### config.mk
export PLATFORM = sky130hd
export DESIGN_NAME = noc_packet_injector
export DESIGN_NICKNAME = d
export VERILOG_FILES = /design/src/rtl/noc_packet_injector.sv
export SDC_FILE = /design/constraint.sdc
export NUM_CORES = 1
export LEC_CHECK = 0
export BUFFER_PORTS_ARGS = -buffer_cell sky130_fd_sc_hd__buf_2
export CAP_MARGIN = 20
export CORE_UTILIZATION = 40
export DETAILED_ROUTE_END_ITERATION = 8
export GPL_TIMING_DRIVEN = 0
export PLACE_DENSITY_LB_ADDON = 0.05
export SYNTH_ARGS = -nofsm -noshare
export SYNTH_HDL_FRONTEND = slang
export SYNTH_SLANG_ARGS = --single-unit
### constraint.sdc
create_clock -name noc_clk -period 4.4 [get_ports noc_clk]
set_clock_uncertainty 0.15 [all_clocks]
set_input_delay 0.66 -clock noc_clk [delete_from_list [all_inputs] [get_ports noc_clk]]
set_output_delay 0.66 -clock noc_clk [all_outputs]
set_load 0.005 [all_outputs]
### src/rtl/noc_packet_injector.sv
// NoC local-port packet injector: turns a packet request plus a payload
// word stream into head/body/tail flits with per-VC credit flow control.
//
// Ports:
//   noc_clk, noc_rst_n      clock, async active-low reset
//   id_x, id_y              own node coordinates (static)
//   req_*                   packet request (dst, len, vc), valid/ready
//   data_*                  payload word stream, valid/ready
//   flit_*                  flit stream toward the router local port
//   credit_return           per-VC pulse for each freed router slot
//   credit_err              sticky credit overflow flag
//   pkt_sent                pulse on the last flit transfer of a packet
module noc_packet_injector #(
  parameter int FLIT_W    = 64,
  parameter int ID_X_W    = 3,
  parameter int ID_Y_W    = 3,
  parameter int LEN_W     = 4,
  parameter int VC_NUM    = 2,
  parameter int BUF_DEPTH = 4,
  localparam int VW = (VC_NUM > 1) ? $clog2(VC_NUM) : 1
) (
  input  logic              noc_clk,
  input  logic              noc_rst_n,
  input  logic [ID_X_W-1:0] id_x,
  input  logic [ID_Y_W-1:0] id_y,
  input  logic              req_valid,
  output logic              req_ready,
  input  logic [ID_X_W-1:0] req_dst_x,
  input  logic [ID_Y_W-1:0] req_dst_y,
  input  logic [LEN_W-1:0]  req_len,
  input  logic [VW-1:0]     req_vc,
  input  logic              data_valid,
  output logic              data_ready,
  input  logic [FLIT_W-3:0] data_word,
  output logic              flit_valid,
  input  logic              flit_ready,
  output logic [VW-1:0]     flit_vc,
  output logic [FLIT_W-1:0] flit_data,
  input  logic [VC_NUM-1:0] credit_return,
  output logic              credit_err,
  output logic              pkt_sent
);

  localparam int CW = $clog2(BUF_DEPTH + 1);
  localparam int PW = FLIT_W - 2;
  localparam int HW = 2 * ID_X_W + 2 * ID_Y_W + LEN_W;

  localparam logic [1:0] T_HEAD = 2'b00;
  localparam logic [1:0] T_BODY = 2'b01;
  localparam logic [1:0] T_TAIL = 2'b10;
  localparam logic [1:0] T_HT   = 2'b11;

  typedef enum logic [1:0] {
    IDLE,
    HEAD,
    BODY
  } state_t;

  state_t state_q, state_d;

  logic [ID_X_W-1:0] dst_x_q;
  logic [ID_Y_W-1:0] dst_y_q;
  logic [LEN_W-1:0]  len_q;
  logic [LEN_W-1:0]  rem_q;
  logic [VW-1:0]     vc_q;
  logic              run_q;

  logic [CW-1:0]     credit_q [VC_NUM];
  logic              err_q;

  logic              has_credit;
  logic              flit_fire;
  logic              req_fire;
  logic [VC_NUM-1:0] tx_vc;
  logic [PW-1:0]     head_pl;

  assign has_credit = (credit_q[vc_q] != '0);
  assign flit_fire  = flit_valid && flit_ready;
  assign req_fire   = req_valid && req_ready;
  assign flit_vc    = vc_q;
  assign credit_err = err_q;

  assign head_pl = {dst_x_q, dst_y_q, id_x, id_y, len_q,
                    {(PW - HW){1'b0}}};

  always_comb begin
    tx_vc = '0;
    if (flit_fire) tx_vc[vc_q] = 1'b1;
  end

  always_comb begin
    state_d    = state_q;
    req_ready  = 1'b0;
    data_ready = 1'b0;
    flit_valid = 1'b0;
    flit_data  = '0;
    pkt_sent   = 1'b0;
    unique case (state_q)
      IDLE: begin
        // held low until the first clock after reset release
        req_ready = run_q;
        if (req_valid && run_q) state_d = HEAD;
      end
      HEAD: begin
        flit_valid = has_credit;
        flit_data  = {(len_q == '0) ? T_HT : T_HEAD, head_pl};
        if (flit_fire) begin
          if (len_q == '0) begin
            pkt_sent = 1'b1;
            state_d  = IDLE;
          end else begin
            state_d = BODY;
          end
        end
      end
      BODY: begin
        flit_valid = data_valid && has_credit;
        data_ready = flit_ready && has_credit;
        flit_data  = {(rem_q == LEN_W'(1)) ? T_TAIL : T_BODY,
                      data_word};
        if (flit_fire && rem_q == LEN_W'(1)) begin
          pkt_sent = 1'b1;
          state_d  = IDLE;
        end
      end
      default: state_d = IDLE;
    endcase
  end

  always_ff @(posedge noc_clk or negedge noc_rst_n) begin
    if (!noc_rst_n) begin
      state_q <= IDLE;
      run_q   <= 1'b0;
      dst_x_q <= '0;
      dst_y_q <= '0;
      len_q   <= '0;
      rem_q   <= '0;
      vc_q    <= '0;
    end else begin
      state_q <= state_d;
      run_q   <= 1'b1;
      if (req_fire) begin
        dst_x_q <= req_dst_x;
        dst_y_q <= req_dst_y;
        len_q   <= req_len;
        rem_q   <= req_len;
        vc_q    <= req_vc;
      end else if (state_q == BODY && flit_fire) begin
        rem_q <= rem_q - LEN_W'(1);
      end
    end
  end

  // A send and a return on the same VC in one cycle cancel out;
  // a return on a full counter saturates and flags the overflow.
  always_ff @(posedge noc_clk or negedge noc_rst_n) begin
    if (!noc_rst_n) begin
      for (int v = 0; v < VC_NUM; v++) begin
        credit_q[v] <= CW'(BUF_DEPTH);
      end
      err_q <= 1'b0;
    end else begin
      for (int v = 0; v < VC_NUM; v++) begin
        if (tx_vc[v] && !credit_return[v]) begin
          credit_q[v] <= credit_q[v] - CW'(1);
        end else if (!tx_vc[v] && credit_return[v]) begin
          if (credit_q[v] == CW'(BUF_DEPTH)) begin
            err_q <= 1'b1;
          end else begin
            credit_q[v] <= credit_q[v] + CW'(1);
          end
        end
      end
    end
  end

endmodule

==> results of run 1 <==
-- logic make-up (layout without fill, tap and decap cells) --
logic type	Yosys count	count (layout)	share of synthesized area
fa+ha+maj	11	11	0.07394
other cells	1	1	0.001816
mux	2	2	0.01455
flops	25	25	0.3042
simple gates	139	139	0.3842
xor+xnor	3	3	0.01273
compound gates	44	44	0.1509
buf+inv	31	190	0.05757
-- power breakdown --
part           internal, mW  leakage (nW)  switching [mW]  total [mW]
clock network        0.0642        0.0217          0.0777       0.142
registers             0.341         0.301           0.112       0.453
logic                 0.493          1.36           0.556        1.05
-- final cells by class --
| type | count | area, sq um | area share |
|---|---|---|---|
| buffer | 14 | 55.05 | 0.01852 |
| clock buffer | 3 | 41.29 | 0.01389 |
| clock inverter | 1 | 7.507 | 0.002525 |
| inverter | 17 | 63.81 | 0.02146 |
| multi-input combinational | 200 | 1318 | 0.4432 |
| sequential | 25 | 628.1 | 0.2113 |
| tap | 67 | 83.83 | 0.02820 |
| timing repair buffer | 155 | 775.7 | 0.2609 |
-- per-stage QoR --
| step | cells | area (sq um) | total power, mW | hold slack (ns) | setup slack, ns |
|---|---|---|---|---|---|
| 3_3_place_gp | 478 | 2924 | 1.476 | 0.3082 | 1.479 |
| 2_1_floorplan | 256 | 2064 | 1.133 | 0.2144 | 1.795 |
| 4_1_cts | 482 | 2973 | 1.661 | 0.2484 | 1.325 |
| 6_report | 482 | 2973 | 1.644 | 0.2206 | 1.345 |
| 5_1_grt | 482 | 2973 | 1.802 | 0.2648 | 1.119 |
| 3_5_place_dp | 478 | 2924 | 1.515 | 0.3196 | 1.402 |
-- registers in the layout (all words and copies together), names as in the netlist --
register,cells
state_q,2
dst_y_q,3
len_q,4
credit_q,6
dst_x_q,3
flit_vc,1
rem_q,4
run_q,1
credit_err,1
-- final timing paths --
path | slack [ns] | cells past startpoint | endpoint
worst max register to register | 1.36 | 11 | credit_q[2]$_DFFE_PN1P_
max in group asynchronous | 3.49 | 1 | credit_q[5]$_DFFE_PN1P_
worst min register to register | 0.33 | 1 | credit_err$_DFF_PN0_
min in group noc_clk | 0.33 | 1 | credit_err$_DFF_PN0_
worst min-delay path | 0.22 | 1 | rem_q[3]$_DFFE_PN0P_
worst max-delay path | 1.34 | 7 | flit_data[56]
-- critical path: stages, from the launching register on --
cell,delay (ns)
dfrtp_1,0.41
inv_1,0.11
ha_1,0.22
clkbuf_1,0.43
clkbuf_1,0.43
a22oi_1,0.13
nor2b_1,0.12
buf_2,0.13
-- placed cells by master, fill, tap and decap left out, types with 2 or more instances in the layout --
cell type and n:
mux2_4 2, clkbuf_1 12, dfrtp_1 23, nand3_1 3
nor2b_1 16, and3_1 3, nand2_1 47, nor2_1 9
ha_1 9, nor3_1 3, nor4_4 2, a21oi_1 6
inv_1 17, fa_1 2, dfstp_2 2, a31oi_1 4
buf_2 157, o21ai_0 4, nor4b_4 2, a22oi_1 16
o21ai_2 2, clkbuf_8 3, o211ai_1 3, xnor2_1 3
and2_1 49
-- metal layers --
metal / routed length (um) / global-route usage / up-vias
li1: - / - / 1157
met1: 2601 / 0.2711 / 1024
met2: 3354 / 0.4332 / 90
met3: 436 / 0.04252 / 20
met4: 206 / 0.1047 / 0
met5: 0 / 0 / -
==> flow_metrics.env, run 1 <==
export IMPL_grt_overflow=0
export IMPL_area_delta_synth_final_pct=44.00
export IMPL_clkLatencyLatePin_ns=0.27
export IMPL_ys_top_cells_by_count="and2_1 (49), nand2_1 (47), dfrtp_1 (23)"
export IMPL_grt_pass1_wl_um=9873
export IMPL_cts_tree="built"
export IMPL_io_pins=156
export IMPL_synth_nets=353
export IMPL_rr_startpoint="state_q[0]$_DFFE_PN0P_"
export IMPL_async_flop_share=1.000
export IMPL_initial_core_util=0.4258
export IMPL_synth_top_area_frac=0.2788
export IMPL_yosys_top_cells_area="dfrtp_1 (28%), and2_1 (15%), nand2_1 (8.5%)"
export IMPL_hold_viol=0
export IMPL_critical_path_startpoint="state_q[1]$_DFFE_PN0P_"
export IMPL_end_kind="output pin"
export IMPL_yosysMostFrequentCell="and2_1"
export IMPL_p_per_area_nw_per_um2=552.9
export IMPL_root_buffer="clkbuf_8"
export IMPL_cts_made_buffers=3
export IMPL_required_ns=3.59
export IMPL_leakagePower_nw=1.679
export IMPL_drtPass1Iterations=4
export IMPL_wl_per_cell_um=13.69
export IMPL_initialDrtViolationCount=37
export IMPL_outcome="complete, no violations"
export IMPL_synth_edf_count=0
export IMPL_clockBufferDepth=2
export IMPL_cts_setup_buffers=0
export IMPL_drc=0
export IMPL_grt_pass1_vias=2112
export IMPL_postCtsResizedCells=0
export IMPL_cts_sinks=25
export IMPL_drive_gt1_frac=0.4169
export IMPL_timing_slew_headroom=0.6237
export IMPL_peakVddDrop_v=0.0003067
export IMPL_finalSetupViolCount=0
export IMPL_clk_pin_slew_worst_paths_ns=0.10
export IMPL_core_area_sq_um=4848
export IMPL_htree_levels=1
export IMPL_period_minus_slack_ns=3.055
export IMPL_nets=513
export IMPL_diodes=0
export IMPL_place_gp_congestion=0.9513
export IMPL_finalCritPeriodShare=0.6943
export IMPL_criticalPathCategory="reg2out"
export IMPL_synth_top_area_cell="dfrtp_1"
export IMPL_syn_area_per_cell_sq_um=8.064
export IMPL_viasPerCell=4.753
export IMPL_ys_seq_elements=25
export IMPL_die_area_sq_um=5452
export IMPL_ant_nets=0
export IMPL_synthesis_area_sq_um=2064
export IMPL_fmax_mhz=327.3
export IMPL_rsz0062_at_grt="no"
export IMPL_maxCapViolCount=0
export IMPL_grt_usage=0.2386
export IMPL_ys_types=39
export IMPL_routed_wl_um=6599
export IMPL_cp_start_kind="flop"
export IMPL_port_buffers=155
export IMPL_die_height_um=73.84
export IMPL_antenna_found_initial=0
export IMPL_grt_max_degree=26
export IMPL_synthCells=256
export IMPL_final_setup_tns_ns=0
export IMPL_hpwl_um=5332
export IMPL_slew_violations=0
export IMPL_final_core_util=0.6132
export IMPL_synth_flop_cell="dfrtp_1"
export IMPL_die_width_um=73.84
export IMPL_cts_hold_fix_buffers=0
export IMPL_arrival_ns=2.25
export IMPL_yosysSeqAreaShare=0.3042
export IMPL_min_path_type="in2async"
export IMPL_vias=2291
export IMPL_critPathMaxFanout=10
export IMPL_ys_warn_count=0
export IMPL_fill_cells=462
export IMPL_worst_slew_pin_slew_ns=0.5644
export IMPL_rows=25
Note: power is estimated with default switching activity, not from simulation.
==> run 2, diff against run 1 <==
- clock period: 4.4 -> 3 ns (I/O delays scaled with it)
==> run 2 against run 1 <==
Non-clock buffer count is 2 higher. Utilization up 0.39 points. Routed wire length did not move. Hold slack got worse by 0.21 ns. Final cell count is 0.41% higher. Power is 48% higher. Combinational power is 49% higher. Design area grew 0.63%. First-iteration DRC count up 5.4%. Via count grew 1.2%. Register-to-register slack worse by 1.2 ns. Largest power group unchanged.
==> flow_metrics.env, run 2 (synthesized netlist as in run 1, its figures left out) <==
export IMPL_fin_area_sq_um=2992
export IMPL_wl_per_cell_um=13.63
export IMPL_nets=515
export IMPL_pwr_share_seq=0.273
export IMPL_p_comb_frac=0.640
export IMPL_viasPerCell=4.789
export IMPL_timing_slew_headroom=0.6232
export IMPL_antenna_found_initial=0
export IMPL_critPathMaxFanout=6
export IMPL_period_minus_slack_ns=2.814
export IMPL_cp_start_kind="flop"
export IMPL_clk_pin_slew_worst_paths_ns=0.10
export IMPL_die_area_sq_um=5452
export IMPL_hpwl_um=5332
export IMPL_drtPass1Iterations=4
export IMPL_routed_wl_um=6599
export IMPL_finalSetupViolCount=0
export IMPL_drive_gt1_frac=0.4245
export IMPL_place_gp_congestion=0.9513
export IMPL_p_sw_mw=1.101
export IMPL_outcome="complete, no violations"
export IMPL_htree_levels=1
export IMPL_rows=25
export IMPL_grt_pass1_wl_um=9873
export IMPL_port_buffers=155
export IMPL_placed_area_sq_um=2924
export IMPL_cts_hold_fix_buffers=0
export IMPL_gr_usage_met2=0.4332
export IMPL_reg2reg_slack_ns=0.19
export IMPL_largest_register="credit_q"
export IMPL_required_ns=3.04
export IMPL_end_kind="flop"
export IMPL_drc=0
export IMPL_cts_tree="built"
export IMPL_hold_viol=0
export IMPL_fmax_mhz=355.3
export IMPL_cts_made_buffers=3
export IMPL_io_pins=156
export IMPL_grt_pass1_vias=2112
export IMPL_met1_usage=0.2711
export IMPL_top_usage_layer="met2"
export IMPL_die_height_um=73.84
export IMPL_criticalPathCategory="reg2reg"
export IMPL_slew_violations=0
export IMPL_initialDrtViolationCount=39
export IMPL_rr_startpoint="state_q[0]$_DFFE_PN0P_"
export IMPL_worst_slew_pin_slew_ns=0.5652
export IMPL_clkLatencyLatePin_ns=0.28
export IMPL_layout_common_cells="buf_2 (157), and2_1 (49), nand2_1 (47)"
export IMPL_cts_sinks=25
export IMPL_diodes=0
export IMPL_vias=2318
export IMPL_grt_max_degree=26
export IMPL_clockBufferDepth=2
export IMPL_leakagePower_nw=1.691
export IMPL_top_regs="credit_q x6, len_q x4, rem_q x4"
export IMPL_use_met3=0.04252
export IMPL_arrival_ns=2.86
export IMPL_power_mw=2.434
export IMPL_ant_nets=0
export IMPL_p_int_mw=1.333
export IMPL_grt_usage=0.2386
export IMPL_initial_core_util=0.4258
export IMPL_critical_path_startpoint="state_q[0]$_DFFE_PN0P_"
export IMPL_grt_overflow=0
export IMPL_largest_reg_flops=6
export IMPL_maxCapViolCount=0
export IMPL_finalCritPeriodShare=0.9381
export IMPL_final_common_cell="buf_2"
export IMPL_peakVddDrop_v=0.0004381
export IMPL_die_width_um=73.84
export IMPL_min_path_type="in2async"
export IMPL_switching_share=0.4522
export IMPL_area_delta_synth_final_pct=44.91
export IMPL_core_area_sq_um=4848
export IMPL_p_per_area_nw_per_um2=813.6
export IMPL_root_buffer="clkbuf_8"
export IMPL_clkPwrFrac=0.087
## run 2: metrics by stage
step / util / cells / setup TNS, ns / hold slack, ns / setup slack [ns]
after floorplan: - / 256 / 0 / 0.004409 / 0.3954
after global placement: 0.6031 / 478 / 0 / 0.3082 / 0.07936
after detailed placement: 0.6031 / 478 / 0 / 0.3196 / 0.002416
after CTS: 0.6132 / 482 / 0 / 0.03840 / 0.02666
after global routing: 0.6170 / 484 / -0.01338 / 0.05480 / -0.01338
final: 0.6170 / 484 / 0 / 0.006289 / 0.1858
## run 2: critical path, stage by stage (launching register included)
cell	delay [ns]
dfrtp_1	0.41
inv_1	0.09
ha_2	0.24
a21oi_1	0.13
nor4_4	0.31
and2_1	0.20
ha_1	0.23
inv_1	0.10
fa_1	0.44
xnor2_1	0.19
a21oi_1	0.09
a31oi_1	0.16
## run 2: repair_timing
action | 4_1_cts | 5_1_grt
pin swaps | 1 | 1
cloned | 0 | 0
buffers inserted | 0 | 2
endpoints found under the setup margin | 1 | 9
resized for setup | 0 | 3
## run 2: path summary, 6_finish.rpt
path | to | cells past startpoint
max in group asynchronous | credit_q[5]$_DFFE_PN1P_ | 1
max | credit_q[2]$_DFFE_PN1P_ | 11
min reg2reg | credit_err$_DFF_PN0_ | 1
min in group noc_clk | dst_x_q[1]$_DFFE_PN0P_ | 3
max reg2reg | credit_q[2]$_DFFE_PN1P_ | 11
min | rem_q[3]$_DFFE_PN0P_ | 1
## run 2: metal layers
metal	share of wire	wire (um)
met5	0	0
met4	0.032	214
met3	0.064	425
met2	0.51	3350
met1	0.40	2609
## run 2: power by group through the flow
stage	sequential (mW)	clock, mW	combinational, mW
6_report	0.664	0.211	1.56
5_1_grt	0.687	0.227	1.75
2_1_floorplan	0.629	0	1.03
4_1_cts	0.665	0.214	1.56
3_5_place_dp	0.669	0	1.55
3_3_place_gp	0.662	0	1.50
## run 2: final cells by class
class	count	area, sq um
Clock buffer	3	41.29
Sequential cell	25	628.1
Clock inverter	1	7.507
Timing Repair Buffer	157	790.8
Buffer	14	56.30
Tap cell	67	83.83
Fill cell	462	1857
Inverter	17	63.81
Multi-Input combinational cell	200	1320
